### src/rtl/multi_reg_display_if.sv
//-----------------------------------------------------------------------------
// multi_reg_display_if
//   Bundle of the register-tap inputs and the seven-segment outputs of
//   multi_reg_display.
//   master : the board/debug side; drives taps and selection, sees the display
//   slave  : the display scanner itself
//
//   ch_data    32*NUM_CH  flat register taps, channel k = ch_data[32k+31:32k]
//   sel_mode   1          0 = manual select, 1 = auto-cycle
//   sel_manual CW         channel index used in manual mode
//   blank_lz   1          1 = blank leading zero digits
//   out7       7          segments {a,b,c,d,e,f,g}, active low
//   en_out     NUM_DIGITS digit anodes, one-hot active low
//   cur_ch     CW         channel currently displayed
//
//   There is no valid/ready handshake on this bundle: every input is a level
//   that the scanner samples on each rising clock edge, and every output is a
//   register that is valid at all times.
//-----------------------------------------------------------------------------
`timescale 1ns/1ps
interface multi_reg_display_if #(
  parameter int NUM_CH     = 4,
  parameter int NUM_DIGITS = 8
);
  localparam int CW = (NUM_CH > 1) ? $clog2(NUM_CH) : 1;

  logic [32*NUM_CH-1:0]  ch_data;
  logic                  sel_mode;
  logic [CW-1:0]         sel_manual;
  logic                  blank_lz;
  logic [6:0]            out7;
  logic [NUM_DIGITS-1:0] en_out;
  logic [CW-1:0]         cur_ch;

  modport master (
    output ch_data, sel_mode, sel_manual, blank_lz,
    input  out7, en_out, cur_ch
  );

  modport slave (
    input  ch_data, sel_mode, sel_manual, blank_lz,
    output out7, en_out, cur_ch
  );
endinterface

### src/rtl/multi_reg_display.sv
//-----------------------------------------------------------------------------
// multi_reg_display
//   Multi-channel seven-segment scanner for board-level processor debug.
//   Selects one of NUM_CH 32-bit register taps (manually or by timed
//   auto-cycling), snapshots it into a shadow register at frame boundaries or
//   on a channel change, and scans it in hex across NUM_DIGITS multiplexed
//   digits with optional leading-zero blanking.
//
//   Clk    in  system clock, all state on the rising edge
//   Reset  in  asynchronous, active-high reset
//   bus    slave side of multi_reg_display_if (taps, selection, display)
//-----------------------------------------------------------------------------
`timescale 1ns/1ps
module multi_reg_display #(
  parameter int NUM_DIGITS  = 8,
  parameter int NUM_CH      = 4,
  parameter int REFRESH_DIV = 100000,
  parameter int DWELL_DIV   = 100000000
) (
  input logic               Clk,
  input logic               Reset,
  multi_reg_display_if.slave bus
);

  localparam int CW = (NUM_CH > 1) ? $clog2(NUM_CH) : 1;
  localparam int RW = $clog2(REFRESH_DIV);
  localparam int DW = $clog2(DWELL_DIV);
  localparam int IW = (NUM_DIGITS > 1) ? $clog2(NUM_DIGITS) : 1;

  localparam logic [RW-1:0] REFRESH_LAST = RW'(REFRESH_DIV - 1);
  localparam logic [DW-1:0] DWELL_LAST   = DW'(DWELL_DIV - 1);
  localparam logic [IW-1:0] DIGIT_LAST   = IW'(NUM_DIGITS - 1);
  localparam logic [CW-1:0] CH_LAST      = CW'(NUM_CH - 1);

  logic [RW-1:0]         refresh_cnt;
  logic [DW-1:0]         dwell_cnt;
  logic [IW-1:0]         digit_idx;
  logic [CW-1:0]         cur_ch;
  logic [CW-1:0]         prev_ch;
  logic [31:0]           shadow;
  logic                  blank_q;
  logic [6:0]            out7_q;
  logic [NUM_DIGITS-1:0] en_q;

  logic                  refresh_tc;
  logic                  dwell_tc;
  logic                  ch_changed;
  logic [CW-1:0]         manual_ch;
  logic [CW-1:0]         auto_ch;
  logic [CW-1:0]         next_ch;
  logic [31:0]           sel_word;
  logic [3:0]            nibble;
  logic                  blank_slot;
  logic [6:0]            seg;
  logic [NUM_DIGITS-1:0] en_next;

  assign refresh_tc = (refresh_cnt == REFRESH_LAST);
  assign dwell_tc   = (dwell_cnt == DWELL_LAST);
  // cur_ch was updated last edge, so a mismatch with prev_ch means the
  // reload for the new channel happens on this edge.
  assign ch_changed = (cur_ch != prev_ch);

  // Out-of-range manual indices pin to the last channel.
  assign manual_ch = (bus.sel_manual > CH_LAST) ? CH_LAST : bus.sel_manual;
  assign auto_ch   = (cur_ch == CH_LAST) ? '0 : cur_ch + CW'(1);

  always_comb begin
    next_ch = cur_ch;
    if (!bus.sel_mode) begin
      next_ch = manual_ch;
    end else if (dwell_tc) begin
      next_ch = auto_ch;
    end
  end

  // Channel mux for the shadow load.
  always_comb begin
    sel_word = bus.ch_data[31:0];
    for (int k = 0; k < NUM_CH; k++) begin
      if (cur_ch == CW'(k)) sel_word = bus.ch_data[32*k +: 32];
    end
  end

  // Current digit nibble, anode pattern, and whether this slot lies in the
  // all-zero upper run of the shadow word (digit 0 is never blanked).
  always_comb begin
    nibble     = shadow[3:0];
    blank_slot = blank_q && (digit_idx != '0);
    en_next    = '1;
    for (int i = 0; i < NUM_DIGITS; i++) begin
      if (digit_idx == IW'(i)) begin
        nibble     = shadow[4*i +: 4];
        en_next[i] = 1'b0;
      end
      if ((IW'(i) >= digit_idx) && (shadow[4*i +: 4] != 4'h0)) blank_slot = 1'b0;
    end
  end

  // Hex to active-low {a,b,c,d,e,f,g}.
  always_comb begin
    seg = 7'h7F;
    case (nibble)
      4'h0: seg = 7'b0000001;
      4'h1: seg = 7'b1001111;
      4'h2: seg = 7'b0010010;
      4'h3: seg = 7'b0000110;
      4'h4: seg = 7'b1001100;
      4'h5: seg = 7'b0100100;
      4'h6: seg = 7'b0100000;
      4'h7: seg = 7'b0001111;
      4'h8: seg = 7'b0000000;
      4'h9: seg = 7'b0000100;
      4'hA: seg = 7'b0001000;
      4'hB: seg = 7'b1100000;
      4'hC: seg = 7'b0110001;
      4'hD: seg = 7'b1000010;
      4'hE: seg = 7'b0110000;
      4'hF: seg = 7'b0111000;
      default: seg = 7'h7F;
    endcase
  end

  always_ff @(posedge Clk or posedge Reset) begin
    if (Reset) begin
      refresh_cnt <= '0;
      dwell_cnt   <= '0;
      digit_idx   <= '0;
      cur_ch      <= '0;
      prev_ch     <= '0;
      shadow      <= '0;
      blank_q     <= 1'b0;
      out7_q      <= 7'h7F;
      en_q        <= '1;
    end else begin
      prev_ch <= cur_ch;
      cur_ch  <= next_ch;

      // Dwell only runs in auto mode; manual mode holds it at zero so a
      // switch back to auto always starts a full dwell period.
      if (!bus.sel_mode || dwell_tc) begin
        dwell_cnt <= '0;
      end else begin
        dwell_cnt <= dwell_cnt + DW'(1);
      end

      // A channel change takes priority over a coincident frame boundary so
      // the shadow reloads only once, from the new channel. blank_lz is
      // captured whenever a new slot starts so it is stable for the slot.
      if (ch_changed) begin
        shadow      <= sel_word;
        digit_idx   <= '0;
        refresh_cnt <= '0;
        blank_q     <= bus.blank_lz;
      end else if (refresh_tc) begin
        refresh_cnt <= '0;
        blank_q     <= bus.blank_lz;
        if (digit_idx == DIGIT_LAST) begin
          digit_idx <= '0;
          shadow    <= sel_word;
        end else begin
          digit_idx <= digit_idx + IW'(1);
        end
      end else begin
        refresh_cnt <= refresh_cnt + RW'(1);
      end

      // Segments and anodes come from the same idx/shadow so they move together.
      out7_q <= blank_slot ? 7'h7F : seg;
      en_q   <= blank_slot ? '1 : en_next;
    end
  end

  assign bus.out7   = out7_q;
  assign bus.en_out = en_q;
  assign bus.cur_ch = cur_ch;

endmodule

### src/flat_wrapper.sv
// flat-port wrapper written by rule: the top's interface ports become plain ports
module multi_reg_display_flat 
#(
  parameter int NUM_DIGITS  = 8,
  parameter int NUM_CH      = 4,
  parameter int REFRESH_DIV = 100000,
  parameter int DWELL_DIV   = 100000000
)
  (Clk, Reset, bus_ch_data, bus_sel_mode, bus_sel_manual, bus_blank_lz, bus_out7, bus_en_out, bus_cur_ch);
  multi_reg_display_if #(.NUM_CH(NUM_CH), .NUM_DIGITS(NUM_DIGITS)) bus_i ();
  input logic Clk;
  input logic Reset;
  input wire logic [$bits(bus_i.ch_data)-1:0] bus_ch_data;
  input wire logic [$bits(bus_i.sel_mode)-1:0] bus_sel_mode;
  input wire logic [$bits(bus_i.sel_manual)-1:0] bus_sel_manual;
  input wire logic [$bits(bus_i.blank_lz)-1:0] bus_blank_lz;
  output wire logic [$bits(bus_i.out7)-1:0] bus_out7;
  output wire logic [$bits(bus_i.en_out)-1:0] bus_en_out;
  output wire logic [$bits(bus_i.cur_ch)-1:0] bus_cur_ch;
  assign bus_i.ch_data = bus_ch_data;
  assign bus_i.sel_mode = bus_sel_mode;
  assign bus_i.sel_manual = bus_sel_manual;
  assign bus_i.blank_lz = bus_blank_lz;
  assign bus_out7 = bus_i.out7;
  assign bus_en_out = bus_i.en_out;
  assign bus_cur_ch = bus_i.cur_ch;
  multi_reg_display #(.NUM_DIGITS(NUM_DIGITS), .NUM_CH(NUM_CH), .REFRESH_DIV(REFRESH_DIV), .DWELL_DIV(DWELL_DIV)) u_core (.Clk(Clk), .Reset(Reset), .bus(bus_i));
endmodule
### config.mk
export PLATFORM = sky130hd
export DESIGN_NAME = multi_reg_display_flat
export DESIGN_NICKNAME = d
export VERILOG_FILES = /design/src/rtl/multi_reg_display_if.sv /design/src/rtl/multi_reg_display.sv /design/src/flat_wrapper.sv
export SDC_FILE = /design/constraint.sdc
export NUM_CORES = 1
export LEC_CHECK = 0
export ABC_CLOCK_PERIOD_IN_PS = 2800
export CAP_MARGIN = 15
export CELL_PAD_IN_SITES_DETAIL_PLACEMENT = 0
export CELL_PAD_IN_SITES_GLOBAL_PLACEMENT = 1
export CORE_MARGIN = 1
export CORE_UTILIZATION = 33
export DETAILED_ROUTE_END_ITERATION = 12
export PLACE_DENSITY = 0.82
export SETUP_SLACK_MARGIN = 0.3
export SYNTH_ARGS = -nofsm -noshare
export SYNTH_HDL_FRONTEND = slang
export SYNTH_SLANG_ARGS = --single-unit
export TNS_END_PERCENT = 20
### constraint.sdc
create_clock -name Clk -period 2.8 [get_ports Clk]
set_input_delay 0.42 -clock Clk [delete_from_list [all_inputs] [get_ports Clk]]
set_output_delay 0.42 -clock Clk [all_outputs]
set_load 0.05 [all_outputs]
==> impl_summary.txt, run 1 <==
----------------------------------------------------
[STA]
  Setup Viol. Count Final ... 0
  Final clock skew ... 0.008262 ns
  Max frequency ... 418.0 MHz
  Unrepaired setup endpoints after global routing ... yes
  Relative slew margins ... 0.5544
  Final-layout worst hold slack ... 0.4972 ns
  Total count of hold-check failures in the final report ... 0
  Crit path time final ... 2.393 ns
  Max-slew violations ... 0
  Actual slew at the worst max-slew pin ... 0.6684 ns
  TNS Setup ... 0 ns
  Final clock period utilization by the worst path ... 0.8545

[Synthesis]
  Synth warn ... 0
  Net count of the mapped netlist ... 840
  Synth Register Bits ... 99
  Number of synthesized flops with an enable pin ... 0
  Register area share after synthesis ... 0.4208
  Async set or reset register ratio after synthesis ... 1.000
  Total standard cell area after synthesis ... 5932 um^2
  Most instantiated flip-flop cell in the synthesis netlist ... dfrtp_1
  Synth unique cells ... 62
  Per-instance average area after synthesis ... 8.585 um^2
  Gate count after technology mapping ... 691

[Worst setup path]
  Cell occurring most often along the worst timing path ... o21ai_1
  Delay of the slowest cell on the worst path ... 0.40 ns
  Critical path origin ... u_core.digit_idx[0]
  R2r worst-path depth ... 12
  Worst setup path class ... flip-flop to flip-flop
  Kind of end point of the critical path ... flip-flop
  R2r setup slk ... 0.41 ns
  Sequence of cells on the critical path ... buf_6 > ha_2 > ha_4 > a31o_2 > o21ai_0 > o21ai_1 > o21ai_1 > buf_4 > ha_1 > mux2i_1 > mux2_2 > nand2_1
  Startpoint kind of the worst setup timing path ... flip-flop
  Kind of cell with the highest combined delay on the critical path ... adder cells
  Critical R2R Launch ... u_core.digit_idx[0]
  Buffering stage count on the worst path with inverters included ... 2
  Required @ worst endpoint ... 3.07 ns
  Largest driver fanout on the critical path ... 12
  Slowest CP cell ... dfrtp_1
  Arrival time worst endpoint ... 2.66 ns
  Critical R2R Capture ... u_core.bus.out7[3]

[Detailed routing]
  Number of DRC markers in iteration 0 ... 160
  Via total after detailed routing ... 5,092
  Detail-routed via count per cell ... 4.817
  Count of TritonRoute iterations in the first routing pass ... 4
  Residual DRC count ... 0
  Average wire per cell in the routed design ... 13.63 um
  Total detailed-routing wirelength ... 14,410 um
  Antenna Violating Nets Remaining ... 0

[Die]
  Effective utilization at floorplan ... 0.3406
  Total I/O pin count ... 151
  CORE AREA ... 17,420 um^2
  Die outline width ... 136.1 um
  Y dimension of the die ... 136.1 um
  Number of rows in the core area ... 48
  Die ar. ... 18,520 um^2

[Clocking]
  TritonCTS clock tree ... yes
  Root cell of the clock tree ... clkbuf_16
  CTS hold repair buffers ... 0
  Clock insertion delay at the later pin of the skew report ... 0.35 ns
  Clk pin slew, worst setup/hold paths ... 0.06 ns
  Clock buffer depth ... 2
  Cts bufs inserted ... 9
  Number of levels the H-tree was split into ... 3
  Count of clock tree sinks ... 99

[Job]
  Number of max-capacitance violations reported ... 0

[Placed design]
  Final Wtd Congestion ... 0.8628
  Total half-perimeter wirelength after legalization and detailed placement ... 11,100 um
  Number of cells after detailed placement ... 1,040
  Number of port buffers ... 150

[Hold path]
  Worst hold path class ... flip-flop to flip-flop
  Hold path cells ... 1
  Origin of the worst min-delay path ... u_core.dwell_cnt[0]
  End of the worst hold path ... u_core.dwell_cnt[0]

[Power and ir drop]
  Worst-case vdd ir drop ... 0.4652 mV
  Total power per unit cell area ... 546.6 nW/um^2
  Leakage power ... 3.301 nW

[Layout]
  Most common library cell in the layout ignoring fill and taps ... clkdlybuf4s50_1
  Final standard cell count with taps included and fillers excluded ... 1,057
  Number of nets in the final layout ... 976
  Area overhead of the layout relative to synthesis ... 35.50%
  Inserted Diodes ... 0
  Share of layout cells above drive strength 1 ... 0.09014
  Most frequent cells in the layout ... 150 x clkdlybuf4s50_1, 132 x nor2_1, 83 x dfrtp_1, 72 x a21oi_1, 65 x nand2_1

[GRT]
  Initial antenna violation count ... 0
  Global-route wire length before repair ... 24,300 um
  Largest net degree at the start of global routing ... 55
  Number of global-route vias before repair ... 5,104
  GRT Overall Usage ... 0.1659
  GR Overflow Total ... 0

[Status]
  Status ... finished clean

----------------------------------------------------
## flip-flops by register name (all words and copies together) (netlist names)
signal and count:
u_core.shadow 32, u_core.dwell_cnt 27, u_core.refresh_cnt 17, u_core.bus.en_out 8, u_core.bus.out7 7, u_core.digit_idx 3
u_core.bus.cur_ch 2, u_core.prev_ch 2, u_core.blank_q 1
## how the worst max path moves through the flow
stage / to / slack, ns / cells after the start
finish: u_core.bus.out7[3] / 0.41 / 12
global route: u_core.bus.out7[6] / 0.29 / 10
CTS: u_core.bus.out7[3] / 0.26 / 12
detailed placement: u_core.bus.out7[6] / 0.23 / 11
global placement: u_core.bus.out7[1] / 0.29 / 9
floorplan: u_core.bus.out7[3] / 0.15 / 13
## per-layer routing
metal | global-route usage | wire length [um] | vias to the layer above
li1 | - | - | 2642
met1 | 0.2062 | 6558 | 2304
met2 | 0.2812 | 6856 | 125
met3 | 0.03915 | 723 | 21
met4 | 0.05432 | 267 | 0
met5 | 0 | 0 | -
## logic make-up (layout without fill, tap and decap cells)
family,Yosys count,after routing,share of synthesized area
simple gates,277,277,0.2113
compound gates,147,147,0.1426
buf+inv,65,206,0.05357
flops,99,99,0.4208
mux,45,45,0.07657
xor+xnor,43,43,0.06349
fa+ha+maj,15,15,0.03164
## final cells by class
type / instances / area [um^2]
clock buffers: 10 / 229.0
clock inverters: 6 / 65.06
fillers: 1708 / 9379
inverters: 21 / 82.58
multi-input cells: 527 / 3193
flip-flops and latches: 99 / 2497
well taps: 225 / 281.5
repair buffers: 169 / 1689
## cells in the mapped netlist, types with 4 or more instances
library cell / count / area share
and3_1: 4 / 0.0042
a31oi_1: 7 / 0.0074
clkbuf_1: 21 / 0.013
ha_1: 15 / 0.032
dfrtp_1: 84 / 0.35
a21oi_1: 72 / 0.061
or3_1: 4 / 0.0042
xor2_1: 27 / 0.040
buf_6: 7 / 0.013
nor3_1: 5 / 0.0042
nand4_1: 7 / 0.0074
dfstp_2: 15 / 0.066
inv_1: 20 / 0.013
a211oi_1: 4 / 0.0051
nand2b_1: 6 / 0.0063
o21ai_0: 35 / 0.030
mux2i_1: 42 / 0.071
xnor2_1: 16 / 0.024
buf_2: 11 / 0.0093
nand2_1: 65 / 0.041
nor2_1: 132 / 0.084
nor4_1: 6 / 0.0063
nand3_1: 30 / 0.025
o221ai_1: 4 / 0.0059
## metrics by stage
step | util | total power, W | instance area [um^2] | setup WS (ns)
final | 0.4615 | 0.004394 | 8038 | 0.4075
after global routing | 0.4615 | 0.004666 | 8038 | 0.2931
after CTS | 0.4576 | 0.004448 | 7970 | 0.2610
after detailed placement | 0.4402 | 0.003191 | 7667 | 0.2318
after global placement | 0.4402 | 0.003180 | 7667 | 0.2891
after floorplan | - | 0.002667 | 5936 | 0.1531
## power breakdown
group | internal [W] | switching (W)
Sequential | 0.00166 | 0.000177
Clock | 0.000694 | 0.000532
Combinational | 0.000609 | 0.000722
## worst register-to-register path: stages, from the launching register on
cell and delay (ns):
dfrtp_1 0.40, buf_6 0.15, ha_2 0.20, ha_4 0.18
a31o_2 0.21, o21ai_0 0.09, o21ai_1 0.10, o21ai_1 0.19
buf_4 0.18, ha_1 0.24, mux2i_1 0.15, mux2_2 0.17
nand2_1 0.05
## repair_timing
item,in CTS,in global routing
gates resized for setup,4,14
endpoints found under the setup margin,7,32
setup buffers,0,1
pin swaps,0,1
No activity file was read; power rests on OpenSTA's default activity.
==> run 2, diff against run 1 <==
REMOVE_ABC_BUFFERS = 1   (was unset)
==> run 2 against run 1 <==
  * Total power is 1.1% lower
  * Combinational power is 3% higher
  * Final cell count is 1.7% higher
  * Sequential share of layout area is 0.55 points lower
  * Critical path type unchanged
  * Fmax is 0.14% higher
  * Final area is 1.9% higher
  * Non-clock buffer count is 18 higher
  * Critical path depth is 3 lower
  * Clock-buffer cell count is 2 higher
  * Worst setup slack better by 0.0035 ns
  * Largest power group unchanged
  * First-iteration DRC count is 60% higher
  * Sequential cell count stayed put
==> impl_summary.txt, run 2 (synthesized netlist as in run 1, its figures left out) <==
----------------------------------------------------
[Status]
  Status ... finished clean

[STA]
  Crit path time final ... 2.389 ns (-0.003455 ns)
  Final clock skew ... 0.01217 ns (+0.003910 ns)
  TNS Setup ... 0 ns (unchanged)
  Max-slew violations ... 0 (unchanged)
  Final-layout worst hold slack ... 0.4683 ns (-0.02891 ns)
  Setup Viol. Count Final ... 0 (unchanged)
  Unrepaired setup endpoints after global routing ... yes
  Final clock period utilization by the worst path ... 0.8532 (-0.001234)
  Relative slew margins ... 0.5729 (+0.01854)
  Actual slew at the worst max-slew pin ... 0.6406 ns (-0.02781 ns)
  Max frequency ... 418.6 MHz (+0.14%)
  Minimum setup slack in the final design ... 0.4109 ns (+0.003455 ns)
  Total count of hold-check failures in the final report ... 0 (unchanged)

[Power and ir drop]
  Sequential power share ... 0.423 (+0.005)
  Worst-case vdd ir drop ... 0.4161 mV (-11%)
  Power share of the combinational group ... 0.315 (+0.012)
  Total net switching power ... 0.001436 W (+0.35%)
  Leakage power ... 3.395 nW (+2.8%)
  Total power per unit cell area ... 530.6 nW/um^2 (-2.9%)
  Internal power consumption ... 0.002908 W (-1.8%)
  Share of power burned in the clock network ... 0.262 (-0.017)
  Sw frac ... 0.3306 (+0.004824)

[Layout]
  Most frequent cells in the layout ... 150 x clkdlybuf4s50_1, 132 x nor2_1, 82 x dfrtp_1, 72 x a21oi_1, 65 x nand2_1
  Non-Filler Cell Area, Final ... 8188 um^2 (+1.9%)
  Number of nets in the final layout ... 994 (+1.8%)
  Final standard cell count with taps included and fillers excluded ... 1,075 (+1.7%)
  Most common library cell in the layout ignoring fill and taps ... clkdlybuf4s50_1
  Area overhead of the layout relative to synthesis ... 38.03%
  Inserted Diodes ... 0 (unchanged)
  Total of fill cells in the finished design ... 1,743 (+2.0%)
  Number of flip-flops under the largest register name ... 32 (unchanged)
  Largest register by flop count ... u_core.shadow
  Largest registers ... u_core.shadow: 32 flops, u_core.dwell_cnt: 27 flops, u_core.refresh_cnt: 17 flops
  Share of layout cells above drive strength 1 ... 0.1118 (+0.02162)

[Detailed routing]
  Average wire per cell in the routed design ... 13.40 um (-1.6%)
  Via total after detailed routing ... 5,228 (+2.7%)
  Detail-routed via count per cell ... 4.863 (+0.95%)
  Residual DRC count ... 0 (unchanged)
  Antenna Violating Nets Remaining ... 0 (unchanged)
  Count of TritonRoute iterations in the first routing pass ... 6 (+2)
  Total detailed-routing wirelength ... 14,410 um (about the same)
  Number of DRC markers in iteration 0 ... 256 (+60%)

[Die]
  Die outline width ... 136.1 um (unchanged)
  CORE AREA ... 17,420 um^2 (unchanged)
  Number of rows in the core area ... 48 (unchanged)
  Effective utilization at floorplan ... 0.3406 (unchanged)
  Die ar. ... 18,520 um^2 (unchanged)
  Y dimension of the die ... 136.1 um (unchanged)
  Total I/O pin count ... 151 (unchanged)

[GRT]
  Number of global-route vias before repair ... 5,071 (-0.65%)
  Largest net degree at the start of global routing ... 44 (-20%)
  Global-route wire length before repair ... 24,450 um (+0.63%)
  Initial antenna violation count ... 0 (unchanged)
  GRT Overall Usage ... 0.1649 (-0.001039)
  GR Overflow Total ... 0 (unchanged)

[Worst setup path]
  Delay of the slowest cell on the worst path ... 0.52 ns (+0.12 ns)
  Arrival time worst endpoint ... 2.68 ns (+0.02 ns)
  Sequence of cells on the critical path ... buf_12 > ha_4 > buf_4 > nor2_1 > a31oi_1 > or4_4 > a211o_1 > nor2b_4 > nand2_1
  Required @ worst endpoint ... 3.09 ns (+0.02 ns)
  Largest driver fanout on the critical path ... 10 (-2)
  Startpoint kind of the worst setup timing path ... flip-flop
  Slowest CP cell ... or4_4
  Worst setup path class ... flip-flop to flip-flop
  Kind of end point of the critical path ... flip-flop

[Clocking]
  Root cell of the clock tree ... clkbuf_16
  Clock insertion delay at the later pin of the skew report ... 0.35 ns (about the same)
  TritonCTS clock tree ... yes
  Cts bufs inserted ... 9 (unchanged)
  Clock buffer depth ... 2 (unchanged)
  Clk pin slew, worst setup/hold paths ... 0.07 ns (about the same)
  CTS hold repair buffers ... 0 (unchanged)
  Number of levels the H-tree was split into ... 3 (unchanged)
  Count of clock tree sinks ... 99 (unchanged)

[Hold path]
  Worst hold path class ... input pin to asynchronous set/reset pin

[Placed design]
  Final Wtd Congestion ... 0.8746 (+1.4%)
  Total half-perimeter wirelength after legalization and detailed placement ... 10,990 um (-1.1%)
  Number of cells after detailed placement ... 1,053 (+1.3%)
  Placed Area ... 7764 um^2 (+1.3%)
  Worst slack at placement ... 0.1078 ns (-0.1240 ns)
  Number of port buffers ... 150 (unchanged)

[Job]
  Number of max-capacitance violations reported ... 0 (unchanged)

----------------------------------------------------
## run 2: cell types whose count changed in the layout (fill, tap and decap cells not counted), sizes merged
| cell | delta |
|---|---|
| clkinvlp | +1 |
| bufinv | -1 |
| clkinv | -1 |
| inv | -1 |
| clkbuf | +2 |
| buf | +18 |
## run 2: final cells by class
cell class / instances / area, um^2 / area share
multi-input cells: 527 / 3203 / 0.3912
flip-flops and latches: 99 / 2499 / 0.3052
repair buffers: 187 / 1854 / 0.2265
well taps: 225 / 281.5 / 0.03438
clock buffers: 12 / 236.5 / 0.02888
inverters: 21 / 85.08 / 0.01039
clock inverters: 4 / 28.78 / 0.003515
## run 2: path summary, 6_finish.rpt
check                                    start  cells after the start  slack [ns]                    to
hold / removal                           Reset                      2        0.47   u_core.dwell_cnt[5]
setup / recovery           u_core.digit_idx[1]                      9        0.41  u_core.bus.en_out[2]
setup reg to reg           u_core.digit_idx[1]                      9        0.41  u_core.bus.en_out[2]
hold reg to reg            u_core.dwell_cnt[0]                      1        0.48   u_core.dwell_cnt[0]
max in group asynchronous                Reset                      3        1.64  u_core.bus.en_out[7]
min in group Clk           u_core.dwell_cnt[0]                      1        0.48   u_core.dwell_cnt[0]
## run 2: stage by stage
| step | util | power, W |
|---|---|---|
| 2_1_floorplan | - | 0.002631 |
| 3_3_place_gp | 0.4458 | 0.003201 |
| 3_5_place_dp | 0.4458 | 0.003212 |
| 4_1_cts | 0.4626 | 0.004366 |
| 5_1_grt | 0.4701 | 0.004617 |
| 6_report | 0.4701 | 0.004344 |
## run 2: power by group through the flow
stage / Combinational (W) / Clock, W / Sequential (W)
2_1_floorplan: 0.000656 / 0 / 0.00198
3_3_place_gp: 0.00134 / 0 / 0.00186
3_5_place_dp: 0.00135 / 0 / 0.00186
4_1_cts: 0.00136 / 0.00117 / 0.00183
5_1_grt: 0.00153 / 0.00123 / 0.00186
6_report: 0.00137 / 0.00114 / 0.00184
## run 2: metal layers
layer  vias up  track usage  part of all wire
met5         -            0                 0
met2       133       0.2676              0.47
met3        13      0.02946             0.047
met4         0      0.04815             0.011
li1       2673            -                 -
met1      2409       0.2225              0.47
## run 2: what timing repair did
item / in CTS / in global routing
endpoints found under the setup margin: 9 / 7
resized for setup: 5 / 19
buffers inserted: 1 / 5
## run 2: worst max-delay path, delay by kind of cell, from the launching register on
| family | cells | cell delay, ns |
|---|---|---|
| AND/OR/NAND/NOR | 4 | 0.90 |
| AO/OA/AOI/OAI | 2 | 0.51 |
| flip-flops | 1 | 0.46 |
| buffers and inverters | 2 | 0.30 |
| adder cells (fa/ha/maj) | 1 | 0.17 |
==> run 3, diff against run 2 <==
CELL_PAD_IN_SITES_DETAIL_PLACEMENT = 1   (was 0)
CELL_PAD_IN_SITES_GLOBAL_PLACEMENT = 2   (was 1)
CORE_UTILIZATION = 26   (was 33)
PLACE_DENSITY = 0.81   (was 0.82)
==> run 3 against run 2 <==
  * Combinational power about the same
  * Non-clock buffer count down 12
  * Clock power up 27%
  * Global-route usage down 2.1 points
  * Final area up 1.1%
  * First-iteration DRC count down 34%
  * Via count up 1.3%
  * Sequential power about the same
  * Total power up 7.0%
  * Core utilization down 9.5 points
  * Register-to-register slack worse by 0.03 ns
  * Die area up 26%
  * Critical endpoint is now u_core.bus.out7[6]
  * Largest cell class unchanged
==> impl_summary.txt, run 3 (synthesized netlist as in run 1, its figures left out) <==
----------------------------------------------------
[Clocking]
  TritonCTS clock tree ... yes
  Clk pin slew, worst setup/hold paths ... 0.07 ns (about the same)
  CTS hold repair buffers ... 0 (unchanged)
  Root cell of the clock tree ... clkbuf_16
  Cts bufs inserted ... 9 (unchanged)
  Clock buffer depth ... 2 (unchanged)
  Clock insertion delay at the later pin of the skew report ... 0.36 ns (about the same)
  Count of clock tree sinks ... 99 (unchanged)
  Number of levels the H-tree was split into ... 3 (unchanged)

[STA]
  Setup Viol. Count Final ... 0 (unchanged)
  Actual slew at the worst max-slew pin ... 0.6013 ns (-0.03926 ns)
  Max-slew violations ... 0 (unchanged)
  Max frequency ... 413.8 MHz (-1.1%)
  Total count of hold-check failures in the final report ... 0 (unchanged)
  Crit path time final ... 2.417 ns (+0.02775 ns)
  Minimum setup slack in the final design ... 0.3832 ns (-0.02775 ns)
  Final clock period utilization by the worst path ... 0.8632 (+0.009912)
  Unrepaired setup endpoints after global routing ... yes
  Relative slew margins ... 0.5991 (+0.02617)
  Final clock skew ... 0.006945 ns (-0.005227 ns)

[Placed design]
  Placed Area ... 7767 um^2 (about the same)
  Worst slack at placement ... 0.1489 ns (+0.04113 ns)
  Total half-perimeter wirelength after legalization and detailed placement ... 12,280 um (+12%)
  Number of port buffers ... 150 (unchanged)
  Final Wtd Congestion ... 0.8566 (-2.1%)

[Power and ir drop]
  Sw frac ... 0.3196 (-0.01099)
  Total power per unit cell area ... 561.6 nW/um^2 (+5.8%)
  Internal power consumption ... 0.003164 W (+8.8%)
  Leakage power ... 3.372 nW (-0.67%)
  Share of power burned in the clock network ... 0.313 (+0.051)
  Power share of the combinational group ... 0.294 (-0.021)
  Total net switching power ... 0.001486 W (+3.5%)
  Sequential power share ... 0.394 (-0.029)
  Worst-case vdd ir drop ... 0.3218 mV (-23%)

[Layout]
  Most frequent cells in the layout ... 150 x clkdlybuf4s50_1, 132 x nor2_1, 82 x dfrtp_1, 71 x a21oi_1, 65 x nand2_1
  Area taken by multi-input logic gates ... 3239 um^2 (+1.1%)
  Post-layout utilization of the core ... 0.3748 (-0.09533)
  Number of nets in the final layout ... 982 (-1.2%)
  Share of layout cells above drive strength 1 ... 0.1098 (-0.001980)
  Largest registers ... u_core.shadow: 32 flops, u_core.dwell_cnt: 27 flops, u_core.refresh_cnt: 17 flops
  Largest register by flop count ... u_core.shadow
  Area overhead of the layout relative to synthesis ... 39.59%
  Number of flip-flops under the largest register name ... 32 (unchanged)
  Register cell area after layout ... 2499 um^2 (unchanged)
  Inserted Diodes ... 0 (unchanged)
  Total of fill cells in the finished design ... 2,567 (+47%)
  Non-Filler Cell Area, Final ... 8280 um^2 (+1.1%)
  Most common library cell in the layout ignoring fill and taps ... clkdlybuf4s50_1

[GRT]
  Global-route wire length before repair ... 27,300 um (+12%)
  Routing usage on met2 ... 0.2331 (-0.03453)
  Met1 routing resource usage after global routing ... 0.1934 (-0.02908)
  Largest net degree at the start of global routing ... 65 (+48%)
  GRT Overall Usage ... 0.1440 (-0.02087)
  GR Overflow Total ... 0 (unchanged)
  Most heavily used metal layer in global routing ... met2
  Number of global-route vias before repair ... 5,467 (+7.8%)
  Initial antenna violation count ... 0 (unchanged)
  Fraction of met3 tracks used by global routing ... 0.02977 (+0.0003147)

[Worst setup path]
  Critical R2R Launch ... u_core.digit_idx[0]
  Worst setup path class ... flip-flop to flip-flop
  Startpoint kind of the worst setup timing path ... flip-flop
  Kind of end point of the critical path ... flip-flop
  R2r worst-path depth ... 11 (+2)
  Critical R2R Capture ... u_core.bus.out7[6]
  Largest driver fanout on the critical path ... 7 (-3)
  Required @ worst endpoint ... 3.06 ns (-0.03 ns)
  Arrival time worst endpoint ... 2.68 ns (about the same)
  R2r setup slk ... 0.38 ns (-0.03 ns)

[Detailed routing]
  Average wire per cell in the routed design ... 14.53 um (+8.4%)
  Count of TritonRoute iterations in the first routing pass ... 5 (-1)
  Residual DRC count ... 0 (unchanged)
  Number of DRC markers in iteration 0 ... 170 (-34%)
  Via total after detailed routing ... 5,296 (+1.3%)
  Antenna Violating Nets Remaining ... 0 (unchanged)
  Total detailed-routing wirelength ... 16,250 um (+13%)
  Detail-routed via count per cell ... 4.737 (-2.6%)

[Die]
  Die outline width ... 153.0 um (+12%)
  Effective utilization at floorplan ... 0.2685 (-0.07210)
  Number of rows in the core area ... 54 (+13%)
  CORE AREA ... 22,090 um^2 (+27%)
  Total I/O pin count ... 151 (unchanged)
  Die ar. ... 23,420 um^2 (+26%)
  Y dimension of the die ... 153.0 um (+12%)

[Job]
  Number of max-capacitance violations reported ... 0 (unchanged)

[Hold path]
  Worst hold path class ... input pin to asynchronous set/reset pin

[Status]
  Status ... finished clean

----------------------------------------------------
==> run 3: per-stage QoR <==
| stage | std cells | TNS [ns] | power, W | hold WS [ns] |
|---|---|---|---|---|
| floorplan | 647 | -20.01 | 0.002631 | 0.4549 |
| CTS | 1113 | 0 | 0.004680 | 0.4324 |
| detailed placement | 1096 | 0 | 0.003210 | 0.4869 |
| global route | 1118 | 0 | 0.004918 | 0.4624 |
| finish | 1118 | 0 | 0.004651 | 0.4237 |
| global placement | 1096 | 0 | 0.003188 | 0.4772 |
==> run 3: cell type report <==
type                       count  area share
clock buffer                   9     0.02720
clock inverter                 7     0.01496
inverter                      21     0.01058
multi-input combinational    527      0.3912
sequential                    99      0.3018
tap                          280     0.04231
timing repair buffer         175      0.2120
==> run 3: metal layers <==
metal	wire length [um]	part of all wire	up-vias
met2	7643	0.47	106
met5	0	0	-
met1	7726	0.48	2522
met4	202	0.012	0
met3	675	0.042	15
li1	-	-	2653
==> run 3: worst max-delay path: stages (launching register included) <==
cell	delay [ns]
dfrtp_2	0.46
buf_4	0.18
buf_4	0.16
and3b_2	0.25
o2bb2ai_2	0.15
o21ai_1	0.11
o21ai_0	0.08
buf_4	0.17
ha_1	0.21
or3_1	0.36
o221ai_1	0.08
nand2_1	0.09
==> run 3: repair_timing <==
item                                    4_1_cts  5_1_grt
setup buffers                                 1        5
endpoints found under the setup margin       10       29
cloned                                        0        0
gates resized for setup                       6       24
pin swaps                                     0        1
==> run 3: worst max path at each step <==
stage,cells past startpoint,slack (ns),from,to
3_3_place_gp,13,0.20,u_core.digit_idx[0],u_core.bus.out7[3]
3_5_place_dp,12,0.15,u_core.digit_idx[1],u_core.bus.out7[3]
6_report,11,0.38,u_core.digit_idx[0],u_core.bus.out7[6]
5_1_grt,12,0.23,u_core.digit_idx[1],u_core.bus.out7[3]
4_1_cts,13,0.29,u_core.digit_idx[0],u_core.bus.out7[3]
2_1_floorplan,1,-0.19,Reset,u_core.blank_q
==> run 3: power groups by stage <==
stage | Sequential (W) | Combinational [W] | Clock, W
after floorplan | 0.00198 | 0.000656 | 0
after global placement | 0.00186 | 0.00133 | 0
after detailed placement | 0.00186 | 0.00135 | 0
after CTS | 0.00183 | 0.00136 | 0.00149
after global routing | 0.00186 | 0.00152 | 0.00154
final | 0.00183 | 0.00137 | 0.00145
